`src/rtl/score_controller_if.sv`:
```
// Score controller bus: groups the per-frame game events driven into the score
// controller and the registered score/ball status it drives back out.
//
// Signals
//   frame_tick   one-cycle pulse per video frame
//   start        one-cycle pulse requesting a new game
//   goal_left    one-cycle pulse, left player scored
//   goal_right   one-cycle pulse, right player scored
//   pause        level; present only with SCORE_CONTROLLER_PAUSE_EN defined
//   score_left   left score, 0..9
//   score_right  right score, 0..9
//   ball_enable  high while the ball may move
//   serve_dir    next serve: 0 = toward left, 1 = toward right
//   game_over    high while the game is finished
//   winner       valid while game_over: 0 = left, 1 = right
//
// Modports: master = game logic / event source, slave = score controller.
// Optional feature macro: SCORE_CONTROLLER_PAUSE_EN adds the pause signal.

interface score_controller_if;
  logic       frame_tick;
  logic       start;
  logic       goal_left;
  logic       goal_right;
`ifdef SCORE_CONTROLLER_PAUSE_EN
  logic       pause;
`endif
  logic [3:0] score_left;
  logic [3:0] score_right;
  logic       ball_enable;
  logic       serve_dir;
  logic       game_over;
  logic       winner;

`ifdef SCORE_CONTROLLER_PAUSE_EN
  modport master (
    output frame_tick, start, goal_left, goal_right, pause,
    input  score_left, score_right, ball_enable, serve_dir, game_over, winner
  );
  modport slave (
    input  frame_tick, start, goal_left, goal_right, pause,
    output score_left, score_right, ball_enable, serve_dir, game_over, winner
  );
`else
  modport master (
    output frame_tick, start, goal_left, goal_right,
    input  score_left, score_right, ball_enable, serve_dir, game_over, winner
  );
  modport slave (
    input  frame_tick, start, goal_left, goal_right,
    output score_left, score_right, ball_enable, serve_dir, game_over, winner
  );
`endif
endinterface

```
`src/rtl/score_controller.sv`:
```
// Score controller for a two-player ball game.
//
// Tracks both scores, holds the ball for HOLD_FRAMES frames after each goal,
// ends the game when a player reaches WIN_SCORE and restarts on start.
// Every output is a register, so outputs follow the causing input by one clk.
//
// Parameters
//   WIN_SCORE    point total that ends the game (1..9)
//   HOLD_FRAMES  frames the ball is held after a goal (1..255)
//
// Ports
//   clk    system clock, rising edge
//   reset  asynchronous, active-high reset
//   bus    score_controller_if.slave (events in, score/ball status out)
//
// Optional feature macro: SCORE_CONTROLLER_PAUSE_EN adds the level input
// bus.pause. While high in PLAY or HOLD the ball is stopped and goals and
// frame ticks are ignored; state, scores and hold counter stay frozen.

module score_controller #(
  parameter int unsigned WIN_SCORE   = 9,
  parameter int unsigned HOLD_FRAMES = 60
) (
  input logic              clk,
  input logic              reset,
  score_controller_if.slave bus
);

  localparam logic [3:0] WinScore = 4'(WIN_SCORE);
  localparam logic [7:0] HoldInit = 8'(HOLD_FRAMES);

  typedef enum logic [1:0] {StIdle, StPlay, StHold, StOver} state_t;

  state_t     state_q;
  logic [3:0] score_left_q;
  logic [3:0] score_right_q;
  logic [7:0] hold_cnt_q;
  logic       ball_enable_q;
  logic       serve_dir_q;
  logic       game_over_q;
  logic       winner_q;

  // run is low while play is paused; without the pause feature it is tied high
  // and folds away.
  logic run;
`ifdef SCORE_CONTROLLER_PAUSE_EN
  assign run = ~bus.pause;
`else
  assign run = 1'b1;
`endif

  // Single goal this cycle; a simultaneous pair is discarded as ambiguous.
  logic only_left;
  logic only_right;
  assign only_left  = bus.goal_left & ~bus.goal_right;
  assign only_right = bus.goal_right & ~bus.goal_left;

  always_ff @(posedge clk or posedge reset) begin
    if (reset) begin
      state_q       <= StIdle;
      score_left_q  <= 4'd0;
      score_right_q <= 4'd0;
      hold_cnt_q    <= 8'd0;
      ball_enable_q <= 1'b0;
      serve_dir_q   <= 1'b0;
      game_over_q   <= 1'b0;
      winner_q      <= 1'b0;
    end else begin
      unique case (state_q)
        StIdle: begin
          if (bus.start) begin
            state_q       <= StPlay;
            score_left_q  <= 4'd0;
            score_right_q <= 4'd0;
            ball_enable_q <= 1'b1;
            serve_dir_q   <= 1'b0;
            game_over_q   <= 1'b0;
          end
        end

        StPlay: begin
          if (!run) begin
            ball_enable_q <= 1'b0;
          end else if (only_left) begin
            ball_enable_q <= 1'b0;
            serve_dir_q   <= 1'b1;
            // Guard keeps the score from ever passing WIN_SCORE.
            if (score_left_q < WinScore) begin
              score_left_q <= score_left_q + 4'd1;
            end
            if (score_left_q + 4'd1 >= WinScore) begin
              state_q     <= StOver;
              game_over_q <= 1'b1;
              winner_q    <= 1'b0;
            end else begin
              state_q    <= StHold;
              hold_cnt_q <= HoldInit;
            end
          end else if (only_right) begin
            ball_enable_q <= 1'b0;
            serve_dir_q   <= 1'b0;
            if (score_right_q < WinScore) begin
              score_right_q <= score_right_q + 4'd1;
            end
            if (score_right_q + 4'd1 >= WinScore) begin
              state_q     <= StOver;
              game_over_q <= 1'b1;
              winner_q    <= 1'b1;
            end else begin
              state_q    <= StHold;
              hold_cnt_q <= HoldInit;
            end
          end else begin
            // Also re-enables the ball on the cycle after a pause is released.
            ball_enable_q <= 1'b1;
          end
        end

        StHold: begin
          ball_enable_q <= 1'b0;
          if (run && bus.frame_tick) begin
            if (hold_cnt_q <= 8'd1) begin
              state_q       <= StPlay;
              hold_cnt_q    <= 8'd0;
              ball_enable_q <= 1'b1;
            end else begin
              hold_cnt_q <= hold_cnt_q - 8'd1;
            end
          end
        end

        StOver: begin
          ball_enable_q <= 1'b0;
          if (bus.start) begin
            state_q       <= StPlay;
            score_left_q  <= 4'd0;
            score_right_q <= 4'd0;
            ball_enable_q <= 1'b1;
            game_over_q   <= 1'b0;
            // The loser serves: serve toward the side that lost.
            serve_dir_q   <= ~winner_q;
          end
        end

        default: begin
          state_q <= StIdle;
        end
      endcase
    end
  end

  assign bus.score_left  = score_left_q;
  assign bus.score_right = score_right_q;
  assign bus.ball_enable = ball_enable_q;
  assign bus.serve_dir   = serve_dir_q;
  assign bus.game_over   = game_over_q;
  assign bus.winner      = winner_q;

endmodule

```
`src/flat_wrapper.sv`:
```
// flat-port wrapper written by rule: the top's interface ports become plain ports
module score_controller_flat 
#(
  parameter int unsigned WIN_SCORE   = 9,
  parameter int unsigned HOLD_FRAMES = 60
)
  (clk, reset, bus_frame_tick, bus_start, bus_goal_left, bus_goal_right, bus_score_left, bus_score_right, bus_ball_enable, bus_serve_dir, bus_game_over, bus_winner);
  score_controller_if bus_i ();
  input logic clk;
  input logic reset;
  input wire logic [$bits(bus_i.frame_tick)-1:0] bus_frame_tick;
  input wire logic [$bits(bus_i.start)-1:0] bus_start;
  input wire logic [$bits(bus_i.goal_left)-1:0] bus_goal_left;
  input wire logic [$bits(bus_i.goal_right)-1:0] bus_goal_right;
  output wire logic [$bits(bus_i.score_left)-1:0] bus_score_left;
  output wire logic [$bits(bus_i.score_right)-1:0] bus_score_right;
  output wire logic [$bits(bus_i.ball_enable)-1:0] bus_ball_enable;
  output wire logic [$bits(bus_i.serve_dir)-1:0] bus_serve_dir;
  output wire logic [$bits(bus_i.game_over)-1:0] bus_game_over;
  output wire logic [$bits(bus_i.winner)-1:0] bus_winner;
  assign bus_i.frame_tick = bus_frame_tick;
  assign bus_i.start = bus_start;
  assign bus_i.goal_left = bus_goal_left;
  assign bus_i.goal_right = bus_goal_right;
  assign bus_score_left = bus_i.score_left;
  assign bus_score_right = bus_i.score_right;
  assign bus_ball_enable = bus_i.ball_enable;
  assign bus_serve_dir = bus_i.serve_dir;
  assign bus_game_over = bus_i.game_over;
  assign bus_winner = bus_i.winner;
  score_controller #(.WIN_SCORE(WIN_SCORE), .HOLD_FRAMES(HOLD_FRAMES)) u_core (.clk(clk), .reset(reset), .bus(bus_i));
endmodule
```
`config.mk`:
```
export PLATFORM = sky130hd
export DESIGN_NAME = score_controller_flat
export DESIGN_NICKNAME = d
export VERILOG_FILES = /design/src/rtl/score_controller_if.sv /design/src/rtl/score_controller.sv /design/src/flat_wrapper.sv
export SDC_FILE = /design/constraint.sdc
export NUM_CORES = 1
export LEC_CHECK = 0
export BUFFER_PORTS_ARGS = -buffer_cell sky130_fd_sc_hd__buf_2
export CAP_MARGIN = 10
export CORE_MARGIN = 1.5
export CORE_UTILIZATION = 58
export CTS_CLUSTER_SIZE = 16
export DETAILED_ROUTE_END_ITERATION = 10
export PLACE_DENSITY_LB_ADDON = 0.1
export SYNTH_ARGS = -nofsm -noshare
export SYNTH_HDL_FRONTEND = slang
export SYNTH_SLANG_ARGS = --single-unit
```
`constraint.sdc`:
```
create_clock -name clk -period 2.6 [get_ports clk]
set_input_delay 0.13 -clock clk [delete_from_list [all_inputs] [get_ports clk]]
set_output_delay 0.13 -clock clk [all_outputs]
set_load 0.005 [all_outputs]
```
Yosys cells after proc, flatten, opt, wreduce, memory -nomap -nowiden
Cells that the tools add are included.
W data, S select, Z words.

storage, ports and cells
  bits in registers = 22
  latch bits = 0
  bits in writable memories = 0
  bits in read-only memories = 0
  input bits = 6
  output and inout port bits = 12
  logic and storage cells = 96
  memories = 0

cells by class
  $add $sub $neg = 3
  multiply operators = 0
  divide/modulo/power cells = 0
  $lt $le $gt $ge = 5
  equal/unequal tests = 19
  shifts and indexed selects = 0
  multiplexer cells = 42
  bitwise operators = 5
  reductions and logical operators = 14

operators with widths
  operator               count
  $mux W8                6
  $mux W4                6
  $mux W1                18
  $pmux W4 S2            2
  $pmux W8 S2            1
  $reduce_and A4 Y1      4
  $reduce_and A5 Y1      3
  $ne A2 B1 Y1 const B   6
  $mux W2                5
  $ne A2 B2 Y1 const B   5
  $add A4 B1 Y4 const B  2
  $ge A4 B4 Y1 const B   2
  $le A8 B1 Y1 const B   1
  $lt A4 B4 Y1 const B   2
  $reduce_bool A2 Y1     4
  $sub A8 B1 Y8 const B  1
  $ne A3 B1 Y1 const B   2
  $ne A3 B3 Y1 const B   2
  $pmux W2 S3            1
  $eq A2 B2 Y1 const B   2
  $pmux W1 S4            1
  $ne A3 B2 Y1 const B   1
  $not A1 Y1             3
  $pmux W1 S3            1
  other kinds (6)        7

Depth between registers and ports, before layout
  depth after elaboration = 6
  gate-level depth with buffers = 9
  depth with buffers taken out = 8

Worst setup path before layout
No wires, ideal clock.

  kind = reg-to-reg
  start = register u_core.state_q[1]
  end = register u_core.hold_cnt_q[2]
  setup time = 0.121 ns
  arrival = 1.690 ns
  required time = 2.479 ns
  slack = 0.789 ns
  cell stages (with the launch flop) = 9
  buffers on the path = 1
  period minus slack after synthesis = 1.811 ns
  cell sequence = dfrtp_1 -> inv_1 -> ha_1 -> or3b_4 -> o21ai_2 -> a21o_1 -> nor3_4 -> buf_6 -> a22o_1

on the way
  cells in the longest elaborated chain, start to end = 3
  elaborated cells on any way between the ends = 9
  classes of those cells = 6 x eq/ne; 1 x mux; 2 x reduce/logical

RTL lines
  element                                                      line                     source
  from (decl)                                                  score_controller.sv:34   state_t state_q;
  from (signal assigned)                                       score_controller.sv:60   state_q <= StIdle;
  from (signal assigned)                                       score_controller.sv:72   state_q <= StPlay;
  from (signal assigned)                                       score_controller.sv:92   state_q <= StOver;
  $eq A2 B1 Y1 / $eq A2 B2 Y1 (equally long branches)          score_controller.sv:69   unique case (state_q)
  $ne A3 B3 Y1 (no source line), or another cell as far along  -
  $reduce_and A5 Y1 (no source line)                           -
  to (signal assigned)                                         score_controller.sv:97   hold_cnt_q <= HoldInit;
  to (signal assigned)                                         score_controller.sv:111  hold_cnt_q <= HoldInit;
  to (signal assigned)                                         score_controller.sv:127  hold_cnt_q <= hold_cnt_q - 8'd1;
  to (decl)                                                    score_controller.sv:37   logic [7:0] hold_cnt_q;

Parallel ways exist; a longest one is shown, timed or not.
A chain may end at the register's enable or synchronous reset.

Final worst setup path
  start = register u_core.state_q[1]
  end = register u_core.hold_cnt_q[5]

Same word-level chain as after synthesis.

==> flow_summary.ini <==
[status]
status = finished, final reports clean

[clock_network]
htreeDepth = 1
cts_inserted_buffers = 3
clk_pin_slew_worst_paths_ns = 0.13
clockBufferDepth = 2
clock_latency_ns = 0.31
post-cts-setup-buffer-count = 0
cts_tree = built
cts_sinks = 22
cts_root_buffer = clkbuf_4

[worst_setup_path]
reg2regPathDepth = 8
reg2reg_slack_ns = 0.28
crit_path_end_kind = flop
startpoint_type = flop
r2r_start = u_core.state_q[1]
criticalPathCategory = reg -> reg
r2r_end = u_core.hold_cnt_q[5]
crit_end = u_core.hold_cnt_q[5]
cp_max_fo = 14
crit_start = u_core.state_q[1]
required_ns = 2.82
arrival_ns = 2.53

[timing]
finalCritPeriodShare_pct = 89.2
rsz0062_at_grt = false
drv_slew = 0
holdWs_ns = 0.107
period_minus_slack_ns = 2.32
worstMarginPinSlew_ns = 0.860
skew_ns = 0.00497
finalSetupViolations = 0
hold_violations = 0
slew_headroom_pct = 42.6
tns_ns = 0
fmax_mhz = 431

[logic_synthesis]
synthArstFlopShare_pct = 100
synth_cell_types = 40
seq_area_frac_synth_pct = 34.9
synth_edf_count = 0
syn_avg_cell_area_sq_um = 8.96
yosysWarnings = 0
ys.flop_type = dfrtp_1
syn_nets = 198
synthesis.area_sq_mm = 0.00158
synth_top_area_cell = dfrtp_1
synth_top_area_share_pct = 34.9
synth_area_leaders = dfrtp_1 35%, ha_1 13%, o21ai_0 6.0%
synth_seq_cells = 22
synthCells = 176

[power]
leakage_uw = 0.000810
max-vdd-ir-drop_uv = 700
p_per_area_mw_per_mm2 = 993

[die]
boundaryPins = 18
die_w_microns = 55.2
fp.dieH_microns = 55.2
rows = 18
dieArea_sq_mm = 0.00304
start_util_pct = 62.5
fp.coreArea_sq_mm = 0.00252

[grt]
overflow = 0
gr-usage-all-layers_pct = 23.7
grt_pass1_wl_mm = 5.14
grt_antenna_before_repair = 0
grt_pass1_vias = 1224
grt_max_degree = 23

[detailed_routing]
routed_via_density = 5.90
dr.pass1.iters = 4
wl_mm = 3.17
drc = 0
dr_total_vias = 1322
antenna_left = 0
first_iter_violations = 40
wl_per_cell_microns = 14.2

[final_layout]
syn2layout_area_growth_pct = 8.72
num-nets-final = 217
antenna_cells = 0
drive_gt1_share_pct = 17.0

[min_path]
min_path_type = in -> reg

[placement]
portBuffers = 17
globalplace.congestion = 0.798
dpl.hpwl_mm = 2.36

[job]
maxCapViolCount = 0
[cell usage after synthesis, types with 2 or more instances]
| cell type | number |
|---|---|
| dfrtp_1 | 22 |
| o21ai_0 | 19 |
| nand2_1 | 18 |
| ha_1 | 16 |
| inv_1 | 16 |
| nor2_1 | 13 |
| nand2b_1 | 7 |
| nand3_1 | 7 |
| a21o_1 | 5 |
| a21oi_1 | 4 |
| a31oi_1 | 4 |
| nor3_1 | 4 |
| a22o_1 | 3 |
| mux2i_1 | 3 |
| nand3b_1 | 3 |
| buf_4 | 2 |
| nor3_4 | 2 |
| nor4_1 | 2 |
| nor4_2 | 2 |
| o21ai_1 | 2 |
| o22a_1 | 2 |
| or3_1 | 2 |
[worst min path at each step]
| stage | from | to | depth (start not counted) |
|---|---|---|---|
| 4_1_cts | bus_frame_tick | u_core.bus.ball_enable | 3 |
| 5_1_grt | bus_frame_tick | u_core.bus.ball_enable | 3 |
| 6_report | bus_frame_tick | u_core.bus.ball_enable | 3 |
| 3_3_place_gp | reset | u_core.bus.score_right[0] | 2 |
| 3_5_place_dp | reset | u_core.bus.score_right[0] | 2 |
| 2_1_floorplan | reset | u_core.bus.ball_enable | 1 |
[cells in the final DEF (no fill, tap or decap), types with 5 or more instances in the layout]
| cell | Yosys | routed |
|---|---|---|
| ha_1 | 16 | 16 |
| nand2_1 | 18 | 18 |
| buf_2 | 1 | 17 |
| nor2_1 | 13 | 13 |
| inv_1 | 16 | 16 |
| nand2b_1 | 7 | 7 |
| o21ai_0 | 19 | 19 |
| a21o_1 | 5 | 5 |
| dfrtp_1 | 22 | 22 |
| nand3_1 | 7 | 7 |
[cell type report]
class	count	area, sq um
Tap cell	30	37.5
Timing Repair Buffer	18	95.1
Sequential cell	22	551
Fill cell	198	807
Clock buffer	4	36.3
Multi-Input combinational cell	134	936
Inverter	16	60.1
[registers in the layout, summed over array words and instances, names as in the netlist]
signal                  cells
u_core.bus.winner           1
u_core.hold_cnt_q           8
u_core.bus.serve_dir        1
u_core.state_q              2
u_core.bus.game_over        1
u_core.bus.ball_enable      1
u_core.bus.score_right      4
u_core.bus.score_left       4
[critical path: stages (launching register included)]
cell,delay (ns)
dfrtp_1,0.42
inv_1,0.10
ha_1,0.33
or3b_4,0.31
o21ai_2,0.08
a21o_1,0.18
nor3_4,0.42
o21ai_1,0.13
a22o_1,0.25
[stage by stage]
stage	setup slack (ns)	instances	util [%]	total power, uW	area, sq um
floorplan	0.789	176	-	1320	1580
global placement	0.394	219	66.2	1470	1670
detailed placement	0.296	219	66.2	1510	1670
CTS	0.275	224	68.0	1710	1720
global route	0.0376	224	68.0	1880	1720
finish	0.281	224	68.0	1700	1720
[routing by layer]
metal	vias to the layer above	global-route usage, %	routed length (microns)
met4	0	11.0	26
met1	630	30.2	1480
met3	4	2.96	139
li1	652	-	-
met5	-	0	0
met2	36	39.9	1520
[power breakdown]
group          switching (uW)  internal, uW
logic                     565           382
registers                 116           445
clock network             110          85.6
total                     790           913
[logic make-up after synthesis]
group / share of synthesized area, %
DFF: 34.9
AOI/OAI and AO/OA: 19.7
buffers and inverters: 5.79
and+or+nand+nor: 24.2
muxes: 2.78
adders and majority gates: 12.7
[what timing repair did]
item	CTS	global route
gates resized for setup	0	0
hold buffers	1	0
endpoints found under the hold margin	22	0
No activity file was read; power rests on OpenSTA's default activity.
